**src/rtl/maze_ni_pkg.sv**
```systemverilog
// Shared types and helpers for the mesh network-interface injection stage.
// Contents:
//   pkt_t       - packed packet {ptype, qos, src, tgt, data}, PKT_W bits
//   node_id()   - builds a 6-bit node ID {x[2:0], y[2:0]} from coordinates
package maze_ni_pkg;

    localparam int PKT_W     = 23;
    localparam int NODE_ID_W = 6;
    localparam int COORD_W   = 3;

    localparam logic [1:0] TYPE_UNICAST = 2'b00;

    typedef struct packed {
        logic [1:0]           ptype;
        logic                 qos;
        logic [NODE_ID_W-1:0] src;
        logic [NODE_ID_W-1:0] tgt;
        logic [7:0]           data;
    } pkt_t;

    function automatic logic [NODE_ID_W-1:0] node_id(input logic [COORD_W-1:0] x,
                                                     input logic [COORD_W-1:0] y);
        return {x, y};
    endfunction

endpackage

```
**src/rtl/ni_sync_fifo.sv**
```systemverilog
// Single-clock FIFO used for the per-QoS injection queues.
// Ports:
//   clk, rst_n      - clock, asynchronous active-low reset (flushes pointers/level)
//   push_i, wdata_i - write request and data; ignored while full, even if a
//                     pop happens in the same cycle (no write-through)
//   pop_i, rdata_o  - read request; rdata_o shows the head entry whenever non-empty
//   full_o, empty_o - status flags
//   level_o         - occupancy, 0..DEPTH inclusive
module ni_sync_fifo #(
    parameter int WIDTH = 23,
    parameter int DEPTH = 4
) (
    input  logic                     clk,
    input  logic                     rst_n,
    input  logic                     push_i,
    input  logic [WIDTH-1:0]         wdata_i,
    input  logic                     pop_i,
    output logic [WIDTH-1:0]         rdata_o,
    output logic                     full_o,
    output logic                     empty_o,
    output logic [$clog2(DEPTH):0]   level_o
);

    localparam int AW = $clog2(DEPTH);

    logic [WIDTH-1:0] mem_q [DEPTH];
    logic [AW-1:0]    wr_ptr_q, rd_ptr_q;
    logic [AW:0]      level_q;
    logic             do_push, do_pop;

    assign full_o  = (level_q == (AW+1)'(DEPTH));
    assign empty_o = (level_q == '0);
    assign level_o = level_q;
    assign rdata_o = mem_q[rd_ptr_q];

    assign do_push = push_i && !full_o;
    assign do_pop  = pop_i && !empty_o;

    // Storage needs no reset: entries are only observed once written.
    always_ff @(posedge clk) begin
        if (do_push) begin
            mem_q[wr_ptr_q] <= wdata_i;
        end
    end

    // DEPTH is a power of two, so pointers wrap naturally.
    always_ff @(posedge clk or negedge rst_n) begin
        if (!rst_n) begin
            wr_ptr_q <= '0;
            rd_ptr_q <= '0;
            level_q  <= '0;
        end else begin
            if (do_push) wr_ptr_q <= wr_ptr_q + 1'b1;
            if (do_pop)  rd_ptr_q <= rd_ptr_q + 1'b1;
            case ({do_push, do_pop})
                2'b10:   level_q <= level_q + 1'b1;
                2'b01:   level_q <= level_q - 1'b1;
                default: level_q <= level_q;
            endcase
        end
    end

endmodule

```
**src/rtl/node_inject_ni.sv**
```systemverilog
// Local NI injection stage feeding the mesh node's local input port.
// Host packets are source-stamped with this node's ID, filtered against the
// power-gated node, queued per QoS class, and arbitrated (high over low, with
// a starvation limit) into a single registered valid/ready output.
// Ports:
//   clk, rst_n                 - clock, asynchronous active-low reset
//   pg_en, pg_node             - power-gating enable and gated node ID
//   host_vld/type/qos/tgt/data - host packet in; host_rdy accepts (vld && rdy)
//   pkt_in_*                   - registered packet out, pkt_in_rdy from node
//   drop_pulse, drop_cnt       - per-drop pulse and saturating drop count
//   lvl_hi, lvl_lo             - per-QoS FIFO occupancy
// Handshake: a transfer happens on an edge where valid && ready; while
// valid && !ready the sender holds every field stable.
module node_inject_ni
    import maze_ni_pkg::*;
#(
    parameter int HP         = 0,
    parameter int VP         = 0,
    parameter int DEPTH      = 4,
    parameter int STARVE_MAX = 8
) (
    input  logic                   clk,
    input  logic                   rst_n,
    input  logic                   pg_en,
    input  logic [5:0]             pg_node,
    input  logic                   host_vld,
    input  logic [1:0]             host_type,
    input  logic                   host_qos,
    input  logic [5:0]             host_tgt,
    input  logic [7:0]             host_data,
    output logic                   host_rdy,
    output logic                   pkt_in_vld,
    output logic [1:0]             pkt_in_type,
    output logic                   pkt_in_qos,
    output logic [5:0]             pkt_in_src,
    output logic [5:0]             pkt_in_tgt,
    output logic [7:0]             pkt_in_data,
    input  logic                   pkt_in_rdy,
    output logic                   drop_pulse,
    output logic [7:0]             drop_cnt,
    output logic [$clog2(DEPTH):0] lvl_hi,
    output logic [$clog2(DEPTH):0] lvl_lo
);

    localparam int SW = $clog2(STARVE_MAX + 1);
    localparam logic [NODE_ID_W-1:0] SRC_ID = node_id(COORD_W'(HP), COORD_W'(VP));

    pkt_t          host_pkt, hi_head, lo_head;
    pkt_t          out_q;
    logic          vld_q;
    logic          drop_pulse_q;
    logic [7:0]    drop_cnt_q;
    logic [SW-1:0] starve_q, starve_d;

    logic drop_match, drop_ev;
    logic push_hi, push_lo;
    logic full_hi, full_lo, empty_hi, empty_lo;
    logic load, pick_hi, pop_hi, pop_lo;

    // ---------------- drop filter / accept ----------------
    // Gated-target packets are always taken (and discarded) so the host never
    // stalls on a dead destination.
    assign drop_match = pg_en && (host_tgt == pg_node);
    assign drop_ev    = host_vld && drop_match;
    assign host_rdy   = drop_match || (host_qos ? !full_hi : !full_lo);
    assign push_hi    = host_vld && !drop_match && host_qos;
    assign push_lo    = host_vld && !drop_match && !host_qos;

    always_comb begin
        host_pkt       = '0;
        host_pkt.ptype = host_type;
        host_pkt.qos   = host_qos;
        host_pkt.src   = SRC_ID;
        host_pkt.tgt   = host_tgt;
        host_pkt.data  = host_data;
    end

    ni_sync_fifo #(.WIDTH(PKT_W), .DEPTH(DEPTH)) u_fifo_hi (
        .clk(clk), .rst_n(rst_n),
        .push_i(push_hi), .wdata_i(host_pkt),
        .pop_i(pop_hi), .rdata_o(hi_head),
        .full_o(full_hi), .empty_o(empty_hi), .level_o(lvl_hi)
    );

    ni_sync_fifo #(.WIDTH(PKT_W), .DEPTH(DEPTH)) u_fifo_lo (
        .clk(clk), .rst_n(rst_n),
        .push_i(push_lo), .wdata_i(host_pkt),
        .pop_i(pop_lo), .rdata_o(lo_head),
        .full_o(full_lo), .empty_o(empty_lo), .level_o(lvl_lo)
    );

    // ---------------- arbiter ----------------
    always_comb begin
        load     = (!vld_q || pkt_in_rdy) && (!empty_hi || !empty_lo);
        pick_hi  = !empty_hi && (empty_lo || (starve_q < SW'(STARVE_MAX)));
        pop_hi   = load && pick_hi;
        pop_lo   = load && !pick_hi;
        starve_d = starve_q;
        // The count only measures how long a waiting low packet was bypassed.
        if (empty_lo || pop_lo) begin
            starve_d = '0;
        end else if (pop_hi && (starve_q < SW'(STARVE_MAX))) begin
            starve_d = starve_q + 1'b1;
        end
    end

    // ---------------- output register and drop stats ----------------
    always_ff @(posedge clk or negedge rst_n) begin
        if (!rst_n) begin
            vld_q        <= 1'b0;
            out_q        <= '0;
            starve_q     <= '0;
            drop_pulse_q <= 1'b0;
            drop_cnt_q   <= '0;
        end else begin
            starve_q     <= starve_d;
            drop_pulse_q <= drop_ev;
            if (drop_ev && (drop_cnt_q != 8'hFF)) begin
                drop_cnt_q <= drop_cnt_q + 1'b1;
            end
            if (load) begin
                vld_q <= 1'b1;
                out_q <= pick_hi ? hi_head : lo_head;
            end else if (pkt_in_rdy) begin
                vld_q <= 1'b0;
            end
        end
    end

    assign pkt_in_vld  = vld_q;
    assign pkt_in_type = out_q.ptype;
    assign pkt_in_qos  = out_q.qos;
    assign pkt_in_src  = out_q.src;
    assign pkt_in_tgt  = out_q.tgt;
    assign pkt_in_data = out_q.data;
    assign drop_pulse  = drop_pulse_q;
    assign drop_cnt    = drop_cnt_q;

endmodule

```
**config.mk**
```make
export PLATFORM = sky130hd
export DESIGN_NAME = node_inject_ni
export DESIGN_NICKNAME = d
export VERILOG_FILES = /design/src/rtl/maze_ni_pkg.sv /design/src/rtl/ni_sync_fifo.sv /design/src/rtl/node_inject_ni.sv
export SDC_FILE = /design/constraint.sdc
export NUM_CORES = 1
export LEC_CHECK = 0
export ABC_AREA = 1
export ABC_CLOCK_PERIOD_IN_PS = 3200
export CAP_MARGIN = 10
export CORE_UTILIZATION = 45
export DETAILED_ROUTE_END_ITERATION = 12
export DONT_BUFFER_PORTS = 1
export GPL_TIMING_DRIVEN = 0
export PLACE_DENSITY = 0.67
export REMOVE_ABC_BUFFERS = 1
export SETUP_SLACK_MARGIN = 0.5
export SYNTH_ARGS = -nofsm -noshare
export SYNTH_HDL_FRONTEND = slang
export SYNTH_HIERARCHICAL = 1
export SYNTH_SLANG_ARGS = --single-unit
export TNS_END_PERCENT = 1
```
**constraint.sdc**
```tcl
create_clock -name clk -period 3.2 [get_ports clk]
set_input_delay 0.64 -clock clk [delete_from_list [all_inputs] [get_ports clk]]
set_output_delay 0.64 -clock clk [all_outputs]
set_load 0.02 [all_outputs]
```
==> results_dict.tcl <==
set metrics [dict create \
    cts_tree "built" \
    portBuffers 0 \
    grt_pass1_wl_um 33950 \
    busiest_layer "met2" \
    switching_share 0.3631 \
    synth-simple-area-share 0.1500 \
    fin_crit_ps 2605 \
    fillCellCount 1855 \
    arrival_ps 3000 \
    grt_remaining_overflow 0 \
    drt-initial-drc-count 399 \
    min_path_type "input pin to register" \
    worst_path_max_delay_cell "dfrtp_1" \
    antenna_found_initial 0 \
    fin_crit_sh 0.8141 \
    die-height_um 152.7 \
    worst_pin_slew_ps 1289 \
    drv_slew 0 \
    synth_area_mm2 0.01022 \
    setup_viol 0 \
    max_freq_mhz 383.9 \
    grt_pass1_vias 6117 \
    yosys-mux-area-fraction 0 \
    numCtsBuffers 24 \
    max_slew_margin 0.1405 \
    cp_data_required_time_ps 3590 \
    violations "DRC" \
    path_max_fanout 27 \
    grt_use_met1 0.2320 \
    layout_common_cells "nand2_1 (285), edfxtp_1 (184), inv_1 (151), o211ai_1 (89)" \
    fin_tns_setup_ps 0 \
    finClkSkew_ps 20.33 \
    ys_ff_latch 235 \
    use_met2 0.3379 \
    worst_ir_drop_vdd_uv 349.9 \
    p_sw_mw 3.634 \
    power_frac_comb 0.274 \
    drtPass1Iterations 9 \
    layout.nets 1019 \
    avgViaCountPerCell 4.979 \
    drc 2 \
    p_leak_nw 4.863 \
    hpwl_um 11400 \
    rsz0062_at_grt "true" \
    finalCoreUtilization 0.5228 \
    crit_top_cell "nand2_1" \
    ant_nets 0 \
    place_congestion 0.7919 \
    layout-drive-gt1-share 0.08442 \
    placementRows 54 \
    synthAdderAreaFrac 0.01861 \
    synth_compound_area_frac 0.07505 \
    areaGrowthSynthToFinish_pct 12.68 \
    seq_area_mm2 0.006810 \
    track_usage 0.1903 \
    status "finished, violations left" \
    grt_use_met3 0.04408 \
    final_common_cell "nand2_1" \
    drv_cap 0 \
    root_buffer "clkbuf_16" \
    worst_slack_ps 595.0 \
    synth-xor-area-share 0.003428 \
    antenna_cells 0 \
    crit_chain "clkinvlp_4 > o211ai_1 > nand2_1 > nand2_1 > nand3_1" \
    crit_path_start_kind "register" \
    synth_cells 927 \
    end_kind "register" \
    io_pins 68 \
    ys_seq_area_frac 0.6655 \
    coreArea_mm2 0.02203 \
    die_w_um 152.7 \
    clockBufferDepth 3 \
    htree_levels 1 \
    start_util 0.4640 \
    final-hold-violation-count 0 \
    yosysWarningCount 6 \
    routed_wl_um 21350 \
    p_per_area_mw_per_mm2 869.0 \
    crit_type "register to register" \
    synth_cell_type_count 27 \
    cts.clk_slew.worst_paths_ps 60 \
    grt_max_degree 59 \
    via_count 6348 \
    p_clk_frac 0.278 \
    die_area_mm2 0.02332 \
    critPathMaxStageDelay_ps 1200 \
    cell_internal_pwr_mw 6.374 \
    multi_input_area_mm2 0.002798 \
    synth_top_family_by_area "simple AND/OR/NAND/NOR gates" \
    insertion_delay_ps 530 \
    wl_per_cell_um 16.75 \
    clock-sinks 235 \
    synth_area_per_cell_um2 11.02 \
    seqPwrFrac 0.448 \
    place_ws_ps -319.6 \
]
[critical path: cells and delay by family, from the launching register on]
kind | cells | cell delay, ps
compound gates | 1 | 280
buf+inv | 1 | 790
flops | 1 | 1200
simple gates | 3 | 220
[cell usage after synthesis (all sizes together)]
master	n	area share
nand2	286	0.11
edfxtp	184	0.54
inv	156	0.057
o211ai	92	0.069
dfrtp	51	0.12
nand3	50	0.024
buf	31	0.027
nor2	26	0.012
ha	12	0.015
nand4	11	0.0067
clkbuf	8	0.0029
o21ai	8	0.0050
nor3	3	0.0015
xnor2	3	0.0026
a21oi	2	0.00098
fa	2	0.0039
conb	1	0.00037
xor2	1	0.00086
[state kept, by name, indices dropped and copies added (netlist names)]
name,count
pkt_in_vld,1
drop_pulse,1
u_fifo_hi/level_o,3
pkt_in_type,2
drop_cnt,8
pkt_in_qos,1
u_fifo_lo/mem_q,92
u_fifo_lo/wr_ptr_q,2
pkt_in_tgt,6
starve_q,4
pkt_in_src,6
u_fifo_hi/mem_q,92
pkt_in_data,8
u_fifo_lo/level_o,3
u_fifo_hi/wr_ptr_q,2
u_fifo_hi/rd_ptr_q,2
u_fifo_lo/rd_ptr_q,2
[layer usage]
layer / vias up / wire length, µm
met3: 21 / 1324
met2: 149 / 10750
li1: 3147 / -
met4: 0 / 320
met1: 3031 / 8958
met5: - / 0
[final timing paths]
path | cells after the start | slack (ps) | startpoint | endpoint
worst max-delay path | 5 | 600 | u_fifo_lo/rd_ptr_q[1] | pkt_in_data[0]
worst min-delay path | 0 | 210 | host_data[6] | u_fifo_hi/mem_q[3][6]
worst max register to register | 5 | 600 | u_fifo_lo/rd_ptr_q[1] | pkt_in_data[0]
worst min register to register | 2 | 520 | starve_q[3] | starve_q[3]
max in group asynchronous | 2 | 2250 | rst_n | u_fifo_hi/level_o[1]
min in group asynchronous | 2 | 690 | rst_n | pkt_in_tgt[3]
[what timing repair did]
| action | 4_1_cts | 5_1_grt |
|---|---|---|
| setup buffers | 4 | 2 |
| pin swaps | 3 | 0 |
| endpoints found under the hold margin | 51 | 0 |
| gates cloned | 3 | 1 |
| gates resized for setup | 1 | 14 |
| setup endpoints to repair | 36 | 27 |
| hold buffers | 2 | 0 |
[through the flow]
stage | power, mW | cells | hold WS (ps) | cell area (µm²)
6_report | 10.01 | 1275 | 205.5 | 11520
5_1_grt | 10.64 | 1275 | 188.9 | 11520
4_1_cts | 10.03 | 1272 | 188.5 | 11460
3_5_place_dp | 7.091 | 1219 | 345.9 | 10580
3_3_place_gp | 6.906 | 1215 | 346.3 | 10440
2_1_floorplan | 6.221 | 935 | 344.4 | 10090
[cells by family after synthesis]
| logic type | count (synthesis) |
|---|---|
| other cells | 1 |
| xor+xnor | 4 |
| compound gates | 102 |
| simple gates | 376 |
| flops | 235 |
| buf+inv | 195 |
| fa+ha+maj | 14 |
[area by class of cell]
class / instances / area share
clock inverter: 14 / 0.01412
timing repair inverter: 1 / 0.0006519
timing repair buffer: 12 / 0.01434
tap: 280 / 0.03042
clock buffer: 30 / 0.05498
multi-input combinational: 547 / 0.2429
sequential: 235 / 0.5914
inverter: 156 / 0.05117
[power by group through the flow]
stage / sequential, mW / combinational, mW / clock (mW)
finish: 4.49 / 2.74 / 2.78
global route: 4.55 / 3.13 / 2.96
CTS: 4.48 / 2.71 / 2.84
detailed placement: 4.53 / 2.56 / 0
global placement: 4.53 / 2.38 / 0
floorplan: 4.36 / 1.86 / 0
(Power assumes the default switching activity.)
